==> src/rtl/fft_frame_buffer.sv <==
// fft_frame_buffer
// Ping-pong serial-to-parallel frame buffer between the FIR and the FFT.
// FIR samples are packed into N-sample frames, alternating between two banks.
// Each completed bank is presented in parallel through a valid/ready handshake.
// While the FFT drains one bank, the other bank keeps filling.

module fft_frame_buffer #(
   parameter int DW = 16,
   parameter int N  = 16
) (
   input  logic                 clk,
   input  logic                 rst,
   input  logic                 fir_valid,
   input  logic signed [DW-1:0] fir_d,
   input  logic                 frame_ready,
   output logic                 frame_valid,
   output logic [N*DW-1:0]      frame_data,
   output logic [7:0]           frame_index,
   output logic                 overflow
);

   localparam int              CW       = (N > 1) ? $clog2(N) : 1;
   localparam logic [CW-1:0]   LAST_IDX = CW'(N - 1);

   // Sample storage: two banks of N registers each.
   logic signed [DW-1:0] mem_q [2][N];
   logic signed [DW-1:0] mem_d [2][N];

   // Bank bookkeeping.
   logic [1:0]    full_q,        full_d;
   logic          wr_bank_q,     wr_bank_d;
   logic          rd_bank_q,     rd_bank_d;
   logic [CW-1:0] wr_cnt_q,      wr_cnt_d;
   logic [7:0]    frame_index_q, frame_index_d;
   logic          overflow_q,    overflow_d;

   // Per-cycle decisions.
   logic wr_en;
   logic wr_drop;
   logic wr_last;
   logic rd_xfer;

   // Write/read decisions, and the next state of flags, pointers and counters.
   // Both decisions use the registered full flags. A bank released this cycle
   // therefore cannot also take a sample this cycle.
   always_comb begin
      wr_en         = fir_valid && !full_q[wr_bank_q];
      wr_drop       = fir_valid &&  full_q[wr_bank_q];
      wr_last       = wr_en && (wr_cnt_q == LAST_IDX);
      rd_xfer       = full_q[rd_bank_q] && frame_ready;

      full_d        = full_q;
      wr_bank_d     = wr_bank_q;
      rd_bank_d     = rd_bank_q;
      wr_cnt_d      = wr_cnt_q;
      frame_index_d = frame_index_q;
      overflow_d    = overflow_q;

      if (wr_en) begin
         if (wr_last) begin
            wr_cnt_d          = '0;
            wr_bank_d         = ~wr_bank_q;
            full_d[wr_bank_q] = 1'b1;
         end else begin
            wr_cnt_d = wr_cnt_q + 1'b1;
         end
      end

      if (wr_drop) begin
         overflow_d = 1'b1;
      end

      // The read-clear never hits the write bank, so it can follow the write-set.
      if (rd_xfer) begin
         full_d[rd_bank_q] = 1'b0;
         rd_bank_d         = ~rd_bank_q;
         frame_index_d     = frame_index_q + 8'd1;
      end
   end

   // Bank contents: only the addressed slot of the write bank changes.
   always_comb begin
      mem_d = mem_q;
      if (wr_en) begin
         mem_d[wr_bank_q][wr_cnt_q] = fir_d;
      end
   end

   // State registers. Reset clears everything, including the sample banks.
   always_ff @(posedge clk or posedge rst) begin
      if (rst) begin
         full_q        <= '0;
         wr_bank_q     <= 1'b0;
         rd_bank_q     <= 1'b0;
         wr_cnt_q      <= '0;
         frame_index_q <= '0;
         overflow_q    <= 1'b0;
         for (int b = 0; b < 2; b++) begin
            for (int k = 0; k < N; k++) begin
               mem_q[b][k] <= '0;
            end
         end
      end else begin
         full_q        <= full_d;
         wr_bank_q     <= wr_bank_d;
         rd_bank_q     <= rd_bank_d;
         wr_cnt_q      <= wr_cnt_d;
         frame_index_q <= frame_index_d;
         overflow_q    <= overflow_d;
         mem_q         <= mem_d;
      end
   end

   // Read side: present the bank under the read pointer.
   assign frame_valid = full_q[rd_bank_q];
   assign frame_index = frame_index_q;
   assign overflow    = overflow_q;

   for (genvar k = 0; k < N; k++) begin : g_frame_out
      assign frame_data[k*DW +: DW] = mem_q[rd_bank_q][k];
   end

endmodule

==> config.mk <==
export PLATFORM = sky130hd
export DESIGN_NAME = fft_frame_buffer
export DESIGN_NICKNAME = d
export VERILOG_FILES = /design/src/rtl/fft_frame_buffer.sv
export SDC_FILE = /design/constraint.sdc
export NUM_CORES = 1
export LEC_CHECK = 0
export CORE_MARGIN = 8
export CORE_UTILIZATION = 40
export DETAILED_ROUTE_END_ITERATION = 6
export SLEW_MARGIN = 20
export SYNTH_ARGS = -nofsm -noshare
export SYNTH_HDL_FRONTEND = slang
export SYNTH_SLANG_ARGS = --single-unit
==> constraint.sdc <==
create_clock -name clk -period 21.1 [get_ports clk]
set_input_delay 6.33 -clock clk [delete_from_list [all_inputs] [get_ports clk]]
set_output_delay 6.33 -clock clk [all_outputs]
set_load 0.005 [all_outputs]
==> qor.csv, run 1 <==
metric;value;unit
status;finished, final reports clean;
Vias;13300;
# IOs;286;
Worst Reg-to-Reg Cells;4;
CP arrival;3740;ps
Area after DPL;26700;um^2
mux cell area share after synthesis;37.5;%
Critical Path End Type;primary output;
number of diodes;0;
Setup violations, final;0;
Hold Buf Count CTS;0;
crit path kind;register to primary output;
CTS Sinks;529;
Hold WS;477;ps
max-capacitance violation count;0;
hold_sp;frame_index[7];
Cell Count, Final, Fillers Out;2575;
CTS tree;built;
CTS H-tree lvls;2;
worst skew pair latency;590;ps
ratio of cells with drive above 1 in the final layout;50.7;%
GPL Wtd Cong;0.773;
Synth Area in Compound Gates;0.194;%
Root Buffer;clkbuf_16;
final hold violations;0;
post_cts resized;0;
sequential share of the synthesized area;57.1;%
syn nets;1544;
most common cell after layout, fill and taps aside;mux2_2;
initial antenna violation count;0;
largest family of logic cells by synthesized area;multiplexers;
Cell Rows;88;
clock buffer count from CTS;56;
Final Cycle Share;47.7;%
Post-Synthesis Cells;1519;
Final Instance Area;28500;um^2
met2 wire len;30600;um
vias in the first global route;14600;
Netlist cell types;34;
clk buf depth;3;
simple-gate portion of the synthesized area;2.09;%
Clock transition at path regs;60;ps
Core Util, Final;49.6;%
Hold Path Class;register to register;
drc violations;0;
Post-Synth XOR/XNOR Area;0.340;%
gr usage total;18.4;%
Leakage;13.2;nW
FF+latch count, synth;529;
die width;257;um
R2R Path End;frame_index[1];
worst-case vdd ir drop;0.0728;mV
Adder-Cell Fraction of Synth Area;0.270;%
Placed Instances;2474;
Core Area;57500;um^2
DR top layer;met4;
Critical R2R Launch;rd_bank_q;
Slew Limit Fails;0;
HPWL Detailed;39900;um
starting density of the core;40.4;%
CP Launch Type;register;
Power Total;4.16;mW
Clock Skew;12.7;ps
Worst Slack Setup Final;11030;ps
setup TNS;0;ps
die area;66000;um^2
RSZ-0062 raised after global routing;false;
register area;13200;um^2
Port Buffers;285;
fillers;5020;
# nets final;1792;
most frequent cells in the layout;mux2_2 (771), dfrtp_1 (528), clkdlybuf4s50_1 (281), clkbuf_16 (57), buf_4 (26);
Worst Setup SP;rd_bank_q;
first-pass GRT wire length;94200;um
vias per cell;5.16;
postcts setup bufs;0;
min cycle time layout;10070;ps
pre-CTS setup slack;11020;ps
syn_area_per_cell;15.3;um^2
drt pass-1 iters;4;
reg2reg setup slack;18270;ps
met3 WL post-DR;2760;um
Req. time, crit path;14770;ps
final WL;61200;um
WL per Instance;23.8;um
1st-iter DRT viols;603;
Remaining Overflow, GRT;0;
maximum clock frequency;99.4;MHz
end point of the critical path;frame_data[228];
Pwr Density;146;nW/um^2
largest net degree at the start of global routing;174;
Cell Area, Synth;23200;um^2
Yosys warning total;0;
Area Overhead vs Synth;23.0;%
Routed Antenna Nets;0;
wire length on met1;26700;um
Worst Tran Pin Value;1130;ps
combined area of the multi-input logic cells;9400;um^2
CP Max Fanout;76;
Max-slew headroom;24.7;%
Die Y;257;um
[area by class of cell]
type | count | share of cell area (%)
clock buffer | 87 | 5.99
clock inverter | 14 | 0.355
inverter | 6 | 0.0921
multi-input combinational | 860 | 33.0
sequential | 529 | 46.4
tap | 765 | 3.36
timing repair buffer | 314 | 10.8
[registers in the layout, indices dropped and copies added (netlist names)]
name	flops
wr_bank_q	1
mem_q	512
overflow	1
frame_index	8
wr_cnt_q	4
rd_bank_q	1
full_q	2
[worst min-delay path by stage]
| stage | end | slack [ps] | depth (start not counted) |
|---|---|---|---|
| 3_3_place_gp | frame_index[7] | 460 | 1 |
| 6_report | frame_index[7] | 480 | 1 |
| 3_5_place_dp | frame_index[7] | 460 | 1 |
| 4_1_cts | frame_index[7] | 480 | 1 |
| 5_1_grt | frame_index[7] | 510 | 1 |
| 2_1_floorplan | frame_index[7] | 460 | 1 |
[layer usage]
metal / vias to the layer above / GRT usage [%]
li1: 5904 / -
met1: 7072 / 24.0
met2: 244 / 31.3
met3: 70 / 3.43
met4: 0 / 4.71
met5: - / 0
[logic make-up after synthesis]
logic type               after synthesis
adder cells (fa/ha/maj)                5
buffers and inverters                130
AO/OA/AOI/OAI                          7
multiplexers                         773
XOR/XNOR                               9
flip-flops                           529
AND/OR/NAND/NOR                       66
[cell usage after synthesis (all sizes together)]
| library cell | instances | area, um^2 |
|---|---|---|
| and3 | 3 | 18.8 |
| o21bai | 1 | 7.51 |
| inv | 6 | 22.5 |
| nand4b | 1 | 8.76 |
| and4bb | 1 | 12.5 |
| o2bb2ai | 1 | 8.76 |
| nor2b | 3 | 18.8 |
| nand3b | 2 | 15.0 |
| a31oi | 1 | 6.26 |
| and3b | 1 | 8.76 |
| ha | 5 | 62.6 |
| nor3b | 3 | 43.8 |
| buf | 63 | 335 |
| nand2b | 3 | 18.8 |
| a21oi | 1 | 5.00 |
| mux2 | 771 | 8680 |
| nor2 | 6 | 22.5 |
| xnor2 | 3 | 26.3 |
| o211ai | 1 | 7.51 |
| nand4 | 9 | 93.8 |
| o21ai | 2 | 10.0 |
| clkbuf | 61 | 229 |
| nor4b | 1 | 23.8 |
| xor2 | 6 | 52.6 |
| nor3 | 5 | 36.3 |
| dfrtp | 529 | 13200 |
| nand3 | 19 | 130 |
| mux2i | 2 | 20.0 |
| nand2 | 9 | 33.8 |
[worst max-delay path, cell delays in order (launching register included)]
cell,delay (ps)
dfrtp_4,800
buf_6,670
buf_4,630
mux2_2,410
clkdlybuf4s50_1,460
[report_power, final]
| group | total (mW) | internal [mW] | switching (mW) |
|---|---|---|---|
| registers | 1.58 | 1.37 | 0.215 |
| clock network | 0.962 | 0.565 | 0.397 |
| logic | 1.62 | 1.03 | 0.593 |
Power figures use the tool's default switching activity.
==> inputs of run 2 (changes only) <==
==> constraint.sdc (replaced) <==
create_clock -name clk -period 8.95 [get_ports clk]
set_input_delay 2.685 -clock clk [delete_from_list [all_inputs] [get_ports clk]]
set_output_delay 2.685 -clock clk [all_outputs]
set_load 0.005 [all_outputs]
==> run 2 against run 1 <==
  * Final cell count up 0.35%
  * Sequential cell count is the same
  * Total power increased by 140%
  * Register-to-register slack worse by 12000 ps
  * Hold slack worse by 5.7 ps
  * Die area unchanged
  * Count of clock-buffer cells in the layout up 4
  * Non-clock buffer count stayed put
  * Routed wire length fell by 2.3%
  * Clock power increased to 2.5 times the previous value
  * Core utilization is 0.39 points higher
  * Critical endpoint is now frame_data[232]
  * Largest power group unchanged
==> qor.csv, run 2 (same netlist as run 1, synthesis figures left out) <==
metric;value;unit;change
first-pass GRT wire length;92200;um;-2.1%
maximum clock frequency;171;MHz;
vias in the first global route;14500;;-0.98%
Remaining Overflow, GRT;0;;unchanged
1st-iter DRT viols;491;;-19%
Routed Antenna Nets;0;;unchanged
CTS Sinks;529;;unchanged
CTS tree;built;;
post_cts resized;0;;unchanged
drc violations;0;;unchanged
CP Max Fanout;175;;+130%
clk buf depth;3;;unchanged
Sw Ratio;28.6;%;-0.31 points
Hold Path Class;register to register;;
most frequent cells in the layout;mux2_2 (771), dfrtp_1 (528), clkdlybuf4s50_1 (282), clkbuf_16 (61), buf_4 (23);;
vias per cell;5.13;;-0.57%
drt pass-1 iters;4;;unchanged
Core Area;57500;um^2;unchanged
CP Launch Type;register;;
Placed Instances;2471;;-0.12%
Combinational Power Share;39.1;%;+0.2 points
met3 Track Usage GR;3.36;%;-0.069 points
Clock Skew;11.6;ps;-1.01 ps
largest incremental delay on the critical path;620;ps;-180 ps
worst skew pair latency;600;ps;about the same
Final Cycle Share;65.2;%;
Largest register FFs;512;;unchanged
met2 usage;30.9;%;-0.38 points
hold_sp;frame_index[7];;
Setup violations, final;0;;unchanged
WL per Instance;23.2;um;-2.6%
# nets final;1794;;+0.11%
clock share of power;24.2;%;+1.1 points
Area Overhead vs Synth;23.9;%;
GPL Wtd Cong;0.744;;-3.8%
Cell Rows;88;;unchanged
most common cell after layout, fill and taps aside;mux2_2;;
starting density of the core;40.4;%;unchanged
Worst Tran Pin Value;1330;ps;+207 ps
min cycle time layout;5840;ps;
setup TNS;0;ps;unchanged
fillers;4974;;-0.92%
initial antenna violation count;0;;unchanged
# IOs;286;;unchanged
gr usage total;18.0;%;-0.41 points
Leakage;13.3;nW;+0.81%
Worst Slack Setup Final;3110;ps;-7920 ps
crit path kind;register to primary output;;
combined area of the multi-input logic cells;9390;um^2;about the same
Root Buffer;clkbuf_16;;
Max-slew headroom;11.2;%;-14 points
final hold violations;0;;unchanged
CTS H-tree lvls;2;;unchanged
Cell Count, Final, Fillers Out;2584;;+0.35%
die area;66000;um^2;unchanged
worst-case vdd ir drop;0.225;mV;+210%
clock buffer count from CTS;58;;+3.6%
Slew Limit Fails;0;;unchanged
Vias;13300;;-0.23%
critical path's slowest cell;dfrtp_4;;
WP buf/inv;2;;-1
hold path depth;1;;unchanged
Power Internal;7.10;mW;+140%
die width;257;um;unchanged
Req. time, crit path;6270;ps;-8500 ps
Clock transition at path regs;60;ps;about the same
HPWL Detailed;38200;um;-4.3%
max-capacitance violation count;0;;unchanged
part of the power in registers;36.7;%;-1.3 points
Critical R2R Launch;wr_cnt_q[3];;
pre-CTS setup slack;3390;ps;-7630 ps
final WL;59900;um;-2.3%
critical path cell sequence;buf_12 -> mux2_2 -> clkdlybuf4s50_1;;
Crit path max-delay family;buffers and inverters;;
postcts setup bufs;0;;unchanged
met1 usage;23.0;%;-1.0 points
Worst Reg-to-Reg Cells;3;;-1
Hold Buf Count CTS;0;;unchanged
reg2reg setup slack;6280;ps;-11990 ps
largest net degree at the start of global routing;186;;+6.9%
Hold Path Sink;frame_index[7];;
Critical Path End Type;primary output;;
Port Buffers;285;;unchanged
switching power;2.85;mW;+140%
register area;13200;um^2;unchanged
CP arrival;3150;ps;-590 ps
ratio of cells with drive above 1 in the final layout;50.8;%;+0.16 points
status;finished, final reports clean;;
Reg with most FFs;mem_q;;
RSZ-0062 raised after global routing;false;;
Pwr Density;346;nW/um^2;+140%
busiest grt layer;met2;;
Die Y;257;um;unchanged
R2R Path End;mem_q[279];;
run 2: changes by cell type in the layout (fill, tap and decap cells not counted), moves of 2 or more:
| cell | before | now |
|---|---|---|
| buf_4 | 26 | 23 |
| buf_16 | 1 | 3 |
| clkbuf_1 | 13 | 11 |
| clkbuf_16 | 57 | 61 |
| buf_12 | 1 | 3 |
| clkbuf_8 | 17 | 19 |
| clkinv_2 | 11 | 15 |
run 2: power by group through the flow:
stage / logic (mW) / registers, mW / clock network, mW
finish: 3.89 / 3.65 / 2.41
global route: 4.16 / 3.77 / 2.58
CTS: 3.98 / 3.65 / 2.49
detailed placement: 3.95 / 3.70 / 0
global placement: 3.91 / 3.64 / 0
floorplan: 2.14 / 3.53 / 0
run 2: worst max-delay path by stage:
| stage | from | to | slack (ps) | depth (start not counted) |
|---|---|---|---|---|
| 2_1_floorplan | rst | frame_index[0] | -930 | 1 |
| 3_5_place_dp | fir_valid | mem_q[468] | 3390 | 4 |
| 3_3_place_gp | fir_valid | mem_q[243] | 3450 | 4 |
| 6_report | rd_bank_q | frame_data[232] | 3110 | 3 |
| 5_1_grt | rd_bank_q | frame_data[225] | 3010 | 3 |
| 4_1_cts | rd_bank_q | frame_data[230] | 3090 | 3 |
run 2: worst reg2reg max path, cell delays in order, from the launching register on:
cell and delay [ps]:
dfrtp_1 770, and3_1 380, nand3_1 780, mux2_2 610
run 2: through the flow:
stage	util [%]	power, mW	hold slack, ps	cell area [um^2]
after global routing	50.0	10.5	506	28700
after detailed placement	46.5	7.64	463	26700
after floorplan	-	5.67	465	23200
final	50.0	9.95	471	28700
after global placement	46.4	7.55	457	26700
after CTS	49.9	10.1	473	28700
run 2: metal layers:
metal  up-vias  routed length, um
met2       218              30000
met4         0               1280
met5         -                  0
li1       5954                  -
met1      7012              26300
met3        76               2340
run 2: layout make-up:
class / count / area share (%)
antenna: 1 / 0.00871
clock buffer: 91 / 6.36
tap: 765 / 3.33
inverter: 6 / 0.0914
timing repair buffer: 314 / 11.0
clock inverter: 18 / 0.496
multi-input combinational: 860 / 32.7
sequential: 529 / 46.1
